<file path="src/rtl/demux_pkg.sv">
// Shared types for the 1-to-4 result-bus router.
package demux_pkg;

  localparam int unsigned NUM_CANALES = 4;

  typedef enum logic [1:0] {CH_A, CH_B, CH_C, CH_D} canal_t;

  typedef enum logic {EMPTY, FULL} slot_state_t;

endpackage

</file>
<file path="src/rtl/demultiplexor4_router_if.sv">
// Router bus: one upstream valid/ready stream and four downstream channels.
interface demultiplexor4_router_if #(
  parameter int unsigned WIDTH = 32,
  parameter int unsigned CNT_W = 8
);
  import demux_pkg::*;

  logic [WIDTH-1:0]                        datoInput;
  logic [1:0]                              selDato;
  logic                                    validInput;
  logic                                    readyInput;
  logic [NUM_CANALES-1:0][WIDTH-1:0]       datoOutput;
  logic [NUM_CANALES-1:0]                  validOutput;
  logic [NUM_CANALES-1:0]                  readyOutput;
  logic [NUM_CANALES-1:0][CNT_W-1:0]       cuenta;
  logic                                    busy;

  modport master (
    output datoInput, selDato, validInput, readyOutput,
    input  readyInput, datoOutput, validOutput, cuenta, busy
  );

  modport slave (
    input  datoInput, selDato, validInput, readyOutput,
    output readyInput, datoOutput, validOutput, cuenta, busy
  );
endinterface

</file>
<file path="src/rtl/demux_slot.sv">
// One-entry output holding register with valid/ready handshake and delivery counter.
module demux_slot
  import demux_pkg::*;
#(
  parameter int unsigned WIDTH = 32,
  parameter int unsigned CNT_W = 8
) (
  input  logic             clk,
  input  logic             rst,
  input  logic             load,
  input  logic [WIDTH-1:0] dato,
  input  logic             ready,
  output logic             valid,
  output logic             libre_c,
  output logic [WIDTH-1:0] dato_q,
  output logic [CNT_W-1:0] cuenta
);

  slot_state_t state, state_next;
  logic        drain;

  assign valid   = (state == FULL);
  assign drain   = valid & ready;
  // Slot can take a word when empty or when its held word leaves this same edge.
  assign libre_c = ~valid | ready;

  always_ff @(posedge clk or posedge rst) begin
    if (rst) state <= EMPTY;
    else     state <= state_next;
  end

  always_comb begin
    state_next = state;
    case (state)
      EMPTY:   if (load) state_next = FULL;
      FULL:    if (drain && !load) state_next = EMPTY;
      default: state_next = EMPTY;
    endcase
  end

  // Data is held after drain; only a new load replaces it.
  always_ff @(posedge clk or posedge rst) begin
    if (rst) begin
      dato_q <= '0;
      cuenta <= '0;
    end else begin
      if (load)  dato_q <= dato;
      if (drain) cuenta <= cuenta + CNT_W'(1);
    end
  end

endmodule

</file>
<file path="src/rtl/demultiplexor4_router.sv">
// Steers one valid/ready word stream to one of four buffered consumer channels.
module demultiplexor4_router
  import demux_pkg::*;
#(
  parameter int unsigned WIDTH = 32,
  parameter int unsigned CNT_W = 8
) (
  input  logic                     clk,
  input  logic                     rst,
  demultiplexor4_router_if.slave   bus
);

  canal_t                 canal;
  logic                   acc;
  logic [NUM_CANALES-1:0] load;
  logic [NUM_CANALES-1:0] libre;
  logic [NUM_CANALES-1:0] valid;

  // Only the selected channel gates the input; readyOutput feeds straight through.
  assign canal          = canal_t'(bus.selDato);
  assign bus.readyInput = libre[canal];
  assign acc            = bus.validInput & bus.readyInput;

  for (genvar i = 0; i < NUM_CANALES; i++) begin : g_slot
    assign load[i] = acc && (canal == canal_t'(2'(i)));

    demux_slot #(
      .WIDTH (WIDTH),
      .CNT_W (CNT_W)
    ) u_slot (
      .clk     (clk),
      .rst     (rst),
      .load    (load[i]),
      .dato    (bus.datoInput),
      .ready   (bus.readyOutput[i]),
      .valid   (valid[i]),
      .libre_c (libre[i]),
      .dato_q  (bus.datoOutput[i]),
      .cuenta  (bus.cuenta[i])
    );
  end

  assign bus.validOutput = valid;
  assign bus.busy        = |valid;

endmodule

</file>
<file path="src/flat_wrapper.sv">
// flat-port wrapper written by rule: the top's interface ports become plain ports
module demultiplexor4_router_flat import demux_pkg::*;
#(
  parameter int unsigned WIDTH = 32,
  parameter int unsigned CNT_W = 8
)
  (clk, rst, bus_datoInput, bus_selDato, bus_validInput, bus_readyOutput, bus_readyInput, bus_datoOutput, bus_validOutput, bus_cuenta, bus_busy);
  demultiplexor4_router_if #(.WIDTH(WIDTH), .CNT_W(CNT_W)) bus_i ();
  input  logic clk;
  input  logic rst;
  input wire logic [$bits(bus_i.datoInput)-1:0] bus_datoInput;
  input wire logic [$bits(bus_i.selDato)-1:0] bus_selDato;
  input wire logic [$bits(bus_i.validInput)-1:0] bus_validInput;
  input wire logic [$bits(bus_i.readyOutput)-1:0] bus_readyOutput;
  output wire logic [$bits(bus_i.readyInput)-1:0] bus_readyInput;
  output wire logic [$bits(bus_i.datoOutput)-1:0] bus_datoOutput;
  output wire logic [$bits(bus_i.validOutput)-1:0] bus_validOutput;
  output wire logic [$bits(bus_i.cuenta)-1:0] bus_cuenta;
  output wire logic [$bits(bus_i.busy)-1:0] bus_busy;
  assign bus_i.datoInput = bus_datoInput;
  assign bus_i.selDato = bus_selDato;
  assign bus_i.validInput = bus_validInput;
  assign bus_i.readyOutput = bus_readyOutput;
  assign bus_readyInput = bus_i.readyInput;
  assign bus_datoOutput = bus_i.datoOutput;
  assign bus_validOutput = bus_i.validOutput;
  assign bus_cuenta = bus_i.cuenta;
  assign bus_busy = bus_i.busy;
  demultiplexor4_router #(.WIDTH(WIDTH), .CNT_W(CNT_W)) u_core (.clk(clk), .rst(rst), .bus(bus_i));
endmodule
</file>
<file path="config.mk">
export PLATFORM = sky130hd
export DESIGN_NAME = demultiplexor4_router_flat
export DESIGN_NICKNAME = d
export VERILOG_FILES = /design/src/rtl/demux_pkg.sv /design/src/rtl/demultiplexor4_router_if.sv /design/src/rtl/demux_slot.sv /design/src/rtl/demultiplexor4_router.sv /design/src/flat_wrapper.sv
export SDC_FILE = /design/constraint.sdc
export NUM_CORES = 1
export LEC_CHECK = 0
export BUFFER_PORTS_ARGS = -buffer_cell sky130_fd_sc_hd__buf_2
export CORE_UTILIZATION = 51
export DETAILED_ROUTE_END_ITERATION = 6
export PLACE_DENSITY = 0.91
export REMOVE_ABC_BUFFERS = 1
export SKIP_CTS_REPAIR_TIMING = 1
export SLEW_MARGIN = 20
export SYNTH_ARGS = -nofsm -noshare
export SYNTH_HDL_FRONTEND = slang
export SYNTH_HIERARCHICAL = 1
export SYNTH_SLANG_ARGS = --single-unit
</file>
<file path="constraint.sdc">
create_clock -name clk -period 2 [get_ports clk]
set_input_delay 0 -clock clk [delete_from_list [all_inputs] [get_ports clk]]
set_output_delay 0 -clock clk [all_outputs]
set_load 0.005 [all_outputs]
</file>
==> reports/results.tsv, run 1 <==
stage	metric	value	unit
run_status	outcome	finished clean	
sta	final count of negative-setup-slack endpoints	0	
sta	clk_skew	0.01078	ns
yosys	Unique masters post-synth	21	
sta	final worst setup slack	0.1867	ns
sta	Final min period	1.813	ns
route	Initial DRC Count	205	
critical_path	worst path arrival time	1.81	ns
route	wire per inst	19.79	um
route	first-pass detailed-route iteration total	4	
grt	vias in the first global route	4604	
critical_path	Setup crit end	bus_readyInput	
route	vias	4446	
critical_path	Crit. Startpoint	u_core/g_slot[3].u_slot/valid	
yosys	number of flops mapped to enable cells by yosys	0	
clock_network	Worst-path clk slew	0.06	ns
power	PwrDens	1162	nW/um2
grt	global-route wire length before repair	24450	um
floorplanning	CORE AREA	12160	um2
sta	fin crit share	90.66	%
clock_network	CTS root buf	clkbuf_16	
grt	largest net degree at the start of global routing	42	
sta	RSZ-0062 raised after global routing	no	
run	Max-cap violations	0	
yosys	ys async rst share	100.0	%
critical_path	CP Class	register to primary output	
power	P_leak	4.283	nW
floorplanning	IO Pins	207	
critical_path	Setup crit start kind	register	
floorplanning	FP Rows	40	
clock_network	TritonCTS buffer count	17	
yosys	Post-synth top flop	dfrtp_1	
route	Final ANT Viol Nets	0	
critical_path	r2r worst-path depth	4	
yosys	synthesized cell area	6446	um2
route	vias per cell	5.218	
power	Design Power	10.18	mW
placement	PortBufs	206	
critical_path	Worst EP required	2.00	ns
layout	# fillers	765	
placement	RePlAce Congestion	0.7988	
placement	DP Area	7760	um2
sta	setup TNS	0	ns
yosys	sequential fraction of the synthesis area	63.66	%
sta	Slew headroom	65.51	%
power	Peak supply drop	740.2	uV
critical_path	crit end category	primary output	
grt	GRT Util Overall	25.22	%
clock_network	CTS tree	yes	
layout	fin area	8762	um2
clock_network	CTS Sinks	164	
layout	nets	717	
sta	Worst-Margin Slew	0.5165	ns
hold_path	Hold Crit Class	input port to async pin	
yosys	warnings from Yosys	6	
sta	FMAX	0.5515	GHz
layout	P&R area growth vs syn	35.93	%
critical_path	CP Max Fanout	6	
yosys	Syn Inst Count	414	
grt	initial antenna violation count	0	
layout	Ant. Diodes	0	
layout	share of post-route cells with drive strength above 1	56.29	%
yosys	Mean Syn Cell Area	15.57	um2
placement	DPL Wire Length	10870	um
sta	final-report max-slew violation count	0	
floorplanning	die footprint	13090	um2
floorplanning	Initial Utilization	53.00	%
placement	dpl cells	784	
clock_network	worst-skew pair later-pin latency	0.43	ns
grt	global route overflow	0	
floorplanning	chip height	114.4	um
clock_network	CTS H-tree lvls	4	
critical_path	Reg2Reg Setup Slack	0.28	ns
critical_path	Crit Reg-Reg Startpoint	u_core/g_slot[0].u_slot/valid	
placement	setup slack at placement	0.3029	ns
critical_path	worst r2r dst	u_core/g_slot[0].u_slot/dato_q[19]	
route	# DRC	0	
sta	final hold vios	0	
yosys	post-synthesis register bit count	164	
floorplanning	die width	114.4	um
route	wire length after detailed routing	16860	um
clock_network	CTS Buffer Depth	2	
layout	Layout Cells excl Fill	852	
[through the flow]
step           hold WS [ns]  util (%)
6_report             0.2126     72.05
5_1_grt              0.2458     72.05
4_1_cts             -0.3531     69.00
3_5_place_dp        0.09987     63.81
3_3_place_gp        0.07681     63.81
2_1_floorplan        0.1347         -
[registers in the layout, summed over array words and instances, names as in the netlist]
register,flops
u_core/g_slot.u_slot/dato_q,128
u_core/g_slot.u_slot/valid,4
u_core/g_slot.u_slot/cuenta,32
[worst max-delay path: stages, from the launching register on]
cell and delay, ns:
dfrtp_1 0.47, or2b_1 0.30, mux4_2 0.48, buf_2 0.14
[how the worst min path moves through the flow]
stage / from / endpoint / slack [ns] / depth (start not counted)
final: rst / u_core/g_slot[1].u_slot/dato_q[30] / 0.21 / 3
after global routing: rst / u_core/g_slot[0].u_slot/dato_q[15] / 0.25 / 4
after CTS: rst / u_core/g_slot[1].u_slot/dato_q[30] / -0.35 / 2
after detailed placement: rst / u_core/g_slot[1].u_slot/dato_q[30] / 0.1 / 2
after global placement: rst / u_core/g_slot[1].u_slot/dato_q[30] / 0.08 / 2
after floorplan: bus_datoInput[0] / u_core/g_slot[3].u_slot/dato_q[0] / 0.13 / 1
[report_power, final]
group | switching (mW) | internal [mW]
Clock | 1.32 | 2.16
Combinational | 0.928 | 1.17
Sequential | 0.563 | 4.04
[cells in the mapped netlist (2+ instances only)]
| master | number | area, um2 |
|---|---|---|
| buf_2 | 16 | 80.08 |
| nand3_1 | 4 | 20.02 |
| xnor2_1 | 8 | 70.07 |
| mux2_1 | 12 | 135.1 |
| ha_1 | 4 | 50.05 |
| nand2b_1 | 4 | 25.02 |
| or2b_1 | 4 | 30.03 |
| nor3_1 | 8 | 40.04 |
| dfrtp_1 | 164 | 4104 |
| inv_1 | 4 | 15.01 |
| mux2_2 | 120 | 1351 |
| xor2_1 | 20 | 175.2 |
| nand3_4 | 4 | 70.07 |
| nor2_1 | 8 | 30.03 |
| nand2_1 | 24 | 90.09 |
| and4b_2 | 2 | 22.52 |
| nor4_4 | 4 | 85.08 |
[kinds of logic (layout without fill, tap and decap cells)]
family	count (synthesis)	after routing	synth area share, %
flip-flops	164	164	63.66
AND/OR/NAND/NOR	65	65	6.871
multiplexers	133	133	23.41
XOR/XNOR	28	28	3.804
buffers and inverters	20	290	1.475
adder cells (fa/ha/maj)	4	4	0.7764
[area by class of cell]
| cell class | count | area (um2) | area share [%] |
|---|---|---|---|
| Sequential cell | 164 | 4104 | 46.84 |
| Multi-Input combinational cell | 230 | 2247 | 25.65 |
| Timing Repair Buffer | 255 | 1554 | 17.74 |
| Clock buffer | 20 | 456.7 | 5.212 |
| Tap cell | 168 | 210.2 | 2.399 |
| Clock inverter | 11 | 175.2 | 1.999 |
| Inverter | 4 | 15.01 | 0.1714 |
[placed cells by master (no fill, tap or decap), drive strengths merged]
cell,synthesis,final
nor4,4,4
bufinv,0,4
or4,1,1
or2b,4,4
buf,16,218
xnor2,8,8
dfrtp,164,164
nor2,8,8
nand2b,4,4
nand2,24,24
mux4,1,1
mux2,132,132
ha,4,4
inv,4,6
nand3,8,8
clkbuf,0,20
clkinv,0,3
clkinvlp,0,2
dlygate4sd3,0,37
xor2,20,20
and4,1,1
and4b,2,2
nor3,8,8
and4bb,1,1
[per-layer routing]
metal  wire length [um]  vias to the layer above  global-route usage (%)
met1               6588                     2263                   30.63
li1                   -                     1962                       -
met3               1268                       25                   8.417
met2               8704                      196                   41.78
met5                  0                        -                       0
met4                299                        0                   9.784
Note: power is estimated with default switching activity, not from simulation.
==> run 2, diff against run 1 <==
--- a/config.mk
+++ b/config.mk
@@ -5,10 +5,11 @@
 export SDC_FILE = /design/constraint.sdc
 export NUM_CORES = 1
 export LEC_CHECK = 0
+export ABC_AREA = 1
 export BUFFER_PORTS_ARGS = -buffer_cell sky130_fd_sc_hd__buf_2
 export CORE_UTILIZATION = 51
 export DETAILED_ROUTE_END_ITERATION = 6
-export PLACE_DENSITY = 0.91
+export PLACE_DENSITY = 0.9
 export REMOVE_ABC_BUFFERS = 1
 export SKIP_CTS_REPAIR_TIMING = 1
 export SLEW_MARGIN = 20
==> reports/results.tsv, run 2 <==
stage	metric	value	unit
route	vias per cell	4.978	
layout	max FFs per register	128	
placement	RePlAce Congestion	0.8386	
sta	Slew headroom	35.72	%
grt	global-route wire length before repair	30480	um
layout	Top reg by flops	u_core/g_slot.u_slot/dato_q	
critical_path	Critical Path Most Common Cell	nand2_2	
clock_network	CTS H-tree lvls	4	
yosys	count leader, synth	nand2_1	
yosys	Unique masters post-synth	16	
grt	GRT Util Overall	28.65	%
critical_path	worst r2r dst	u_core/g_slot[3].u_slot/dato_q[5]	
sta	Worst-Margin Slew	0.9628	ns
clock_network	CTS Sinks	164	
sta	final count of negative-setup-slack endpoints	0	
yosys	Synth area leaders	dfrtp_1 60%, nand2_1 25%, inv_1 3.0%	
critical_path	critical-path cell list	nand2_1, nand2_2, nand2_2, nand2_2, nand2_2, nand2_2, nor2_4, inv_1, buf_4, nand2_1, nand2_1	
yosys	most frequent cells after synthesis	455 x nand2_1, 164 x dfrtp_1, 54 x inv_1, 16 x buf_6, 16 x nand3_1	
layout	P&R area growth vs syn	31.66	%
floorplanning	Initial Utilization	53.00	%
layout	# fillers	949	
clock_network	CTS tree	yes	
floorplanning	CORE AREA	12820	um2
clock_network	Worst-path clk slew	0.06	ns
critical_path	Setup crit start kind	register	
floorplanning	chip height	117.5	um
yosys	Synth area leader	dfrtp_1	
sta	clk_skew	0.009230	ns
run	Max-cap violations	0	
power	sequential share of power	45.7	%
yosys	Post-synth top flop	dfrtp_1	
clock_network	worst-skew pair later-pin latency	0.42	ns
placement	DP Area	7959	um2
grt	global route overflow	0	
yosys	Mean Syn Cell Area	8.771	um2
route	vias	6028	
yosys	post-synth top area share	60.37	%
power	Internal Power	6.976	mW
clock_network	CTS Buffer Depth	2	
power	Net Switching	2.887	mW
sta	setup TNS	0	ns
yosys	warnings from Yosys	6	
grt	vias in the first global route	5976	
route	# DRC	0	
route	wire per inst	16.08	um
power	share of total power in combinational logic	20.2	%
layout	commonest non-fill, non-tap cell in the layout	nand2_1	
critical_path	Crit Reg-Reg Startpoint	u_core/g_slot[0].u_slot/valid	
grt	largest net degree at the start of global routing	42	
floorplanning	die footprint	13790	um2
layout	most frequent cells in the layout	455 x nand2_1, 206 x buf_2, 164 x dfrtp_1	
sta	RSZ-0062 raised after global routing	no	
critical_path	CP peak stage delay	0.45	ns
critical_path	CP Class	register to register	
sta	FMAX	0.6261	GHz
route	first-pass detailed-route iteration total	5	
placement	dpl cells	1142	
yosys	Syn Inst Count	775	
power	Sw Share	29.27	%
power	Design Power	9.863	mW
hold_path	Hold Crit Class	input port to async pin	
yosys	ys async rst share	100.0	%
clock_network	TritonCTS buffer count	17	
critical_path	worst path arrival time	1.90	ns
layout	Layout Utilization	69.79	%
sta	final hold vios	0	
sta	fin crit share	79.86	%
floorplanning	FP Rows	41	
grt	initial antenna violation count	0	
layout	fin area	8950	um2
placement	DPL Wire Length	12960	um
layout	share of post-route cells with drive strength above 1	27.33	%
sta	Final min period	1.597	ns
route	wire length after detailed routing	19470	um
layout	Ant. Diodes	0	
floorplanning	IO Pins	207	
power	Peak supply drop	613.4	uV
power	P_leak	5.184	nW
run_status	outcome	finished clean	
clock_network	CTS root buf	clkbuf_16	
yosys	synthesized cell area	6798	um2
route	Initial DRC Count	495	
critical_path	Worst EP required	2.30	ns
floorplanning	die width	117.5	um
route	Final ANT Viol Nets	0	
sta	final-report max-slew violation count	0	
critical_path	CP max-delay cell	dfrtp_1	
layout	nets	1071	
layout	Layout Cells excl Fill	1211	
critical_path	Reg2Reg Setup Slack	0.40	ns
power	share of total power in the clock network	34.1	%
yosys	post-synthesis register bit count	164	
placement	PortBufs	206	
critical_path	CP Max Fanout	17	
yosys	number of flops mapped to enable cells by yosys	0	
power	PwrDens	1102	nW/um2
critical_path	crit end category	register	
critical_path	r2r worst-path depth	11	
yosys	sequential fraction of the synthesis area	60.37	%
[run 2: changes by cell type in the layout (fill, tap and decap cells not counted), moves of 10 or more]
cell,before,now
nand2_2,0,10
nand2_1,24,455
xor2_1,20,8
nor2_4,0,10
nand3_1,4,16
mux2_2,120,4
inv_1,0,50
mux2_1,12,0
[run 2: cell families after synthesis]
logic type	share of synthesized area [%]
xor gates and xnor gates	2.062
adders and majority gates	0.7363
buffers and inverters	6.626
DFF	60.37
muxes	0.6626
and+or+nand+nor	29.54
[run 2: cell type report]
type | instances | area (um2) | share of cell area, %
flip-flops and latches | 164 | 4104 | 45.85
repair buffers | 260 | 1541 | 17.22
clock inverters | 12 | 153.9 | 1.720
well taps | 172 | 215.2 | 2.405
inverters | 56 | 210.2 | 2.349
multi-input cells | 527 | 2258 | 25.23
clock buffers | 20 | 466.7 | 5.215
[run 2: power by group through the flow]
stage / registers, mW / logic [mW] / clock network [mW]
floorplan: 4.56 / 0.772 / 0
global placement: 4.50 / 1.82 / 0
detailed placement: 4.53 / 1.91 / 0
CTS: 4.50 / 1.93 / 3.40
global route: 4.60 / 2.22 / 3.54
finish: 4.51 / 1.99 / 3.36
[run 2: how the worst max path moves through the flow]
| stage | from | endpoint | slack (ns) | cells after the start |
|---|---|---|---|---|
| after floorplan | u_core/g_slot[1].u_slot/valid | u_core/g_slot[2].u_slot/dato_q[0] | -0.85 | 10 |
| after detailed placement | u_core/g_slot[0].u_slot/valid | u_core/g_slot[3].u_slot/dato_q[5] | 0.46 | 11 |
| final | u_core/g_slot[0].u_slot/valid | u_core/g_slot[3].u_slot/dato_q[5] | 0.40 | 11 |
| after global routing | u_core/g_slot[0].u_slot/valid | u_core/g_slot[3].u_slot/dato_q[5] | 0.33 | 11 |
| after global placement | u_core/g_slot[0].u_slot/valid | u_core/g_slot[3].u_slot/dato_q[9] | 0.55 | 11 |
| after CTS | u_core/g_slot[0].u_slot/valid | u_core/g_slot[3].u_slot/dato_q[5] | 0.42 | 11 |
[run 2: through the flow]
stage | hold WS, ns | worst slack, ns
floorplan | 0.1042 | -0.8539
global placement | 0.08426 | 0.5493
detailed placement | 0.07907 | 0.4646
CTS | -0.3637 | 0.4170
global route | 0.2321 | 0.3270
finish | 0.1922 | 0.4028
[run 2: critical path, delay by kind of cell, from the launching register on]
kind | cells | cell delay [ns]
flip-flops | 1 | 0.45
buffers and inverters | 2 | 0.25
AND/OR/NAND/NOR | 9 | 0.77
[run 2: per-layer routing]
metal	vias to the layer above	global-route usage, %	share of wire (%)
li1	2815	-	-
met1	2879	33.63	39
met2	296	49.56	51
met3	38	7.171	7.2
met4	0	12.98	2.3
met5	-	0	0
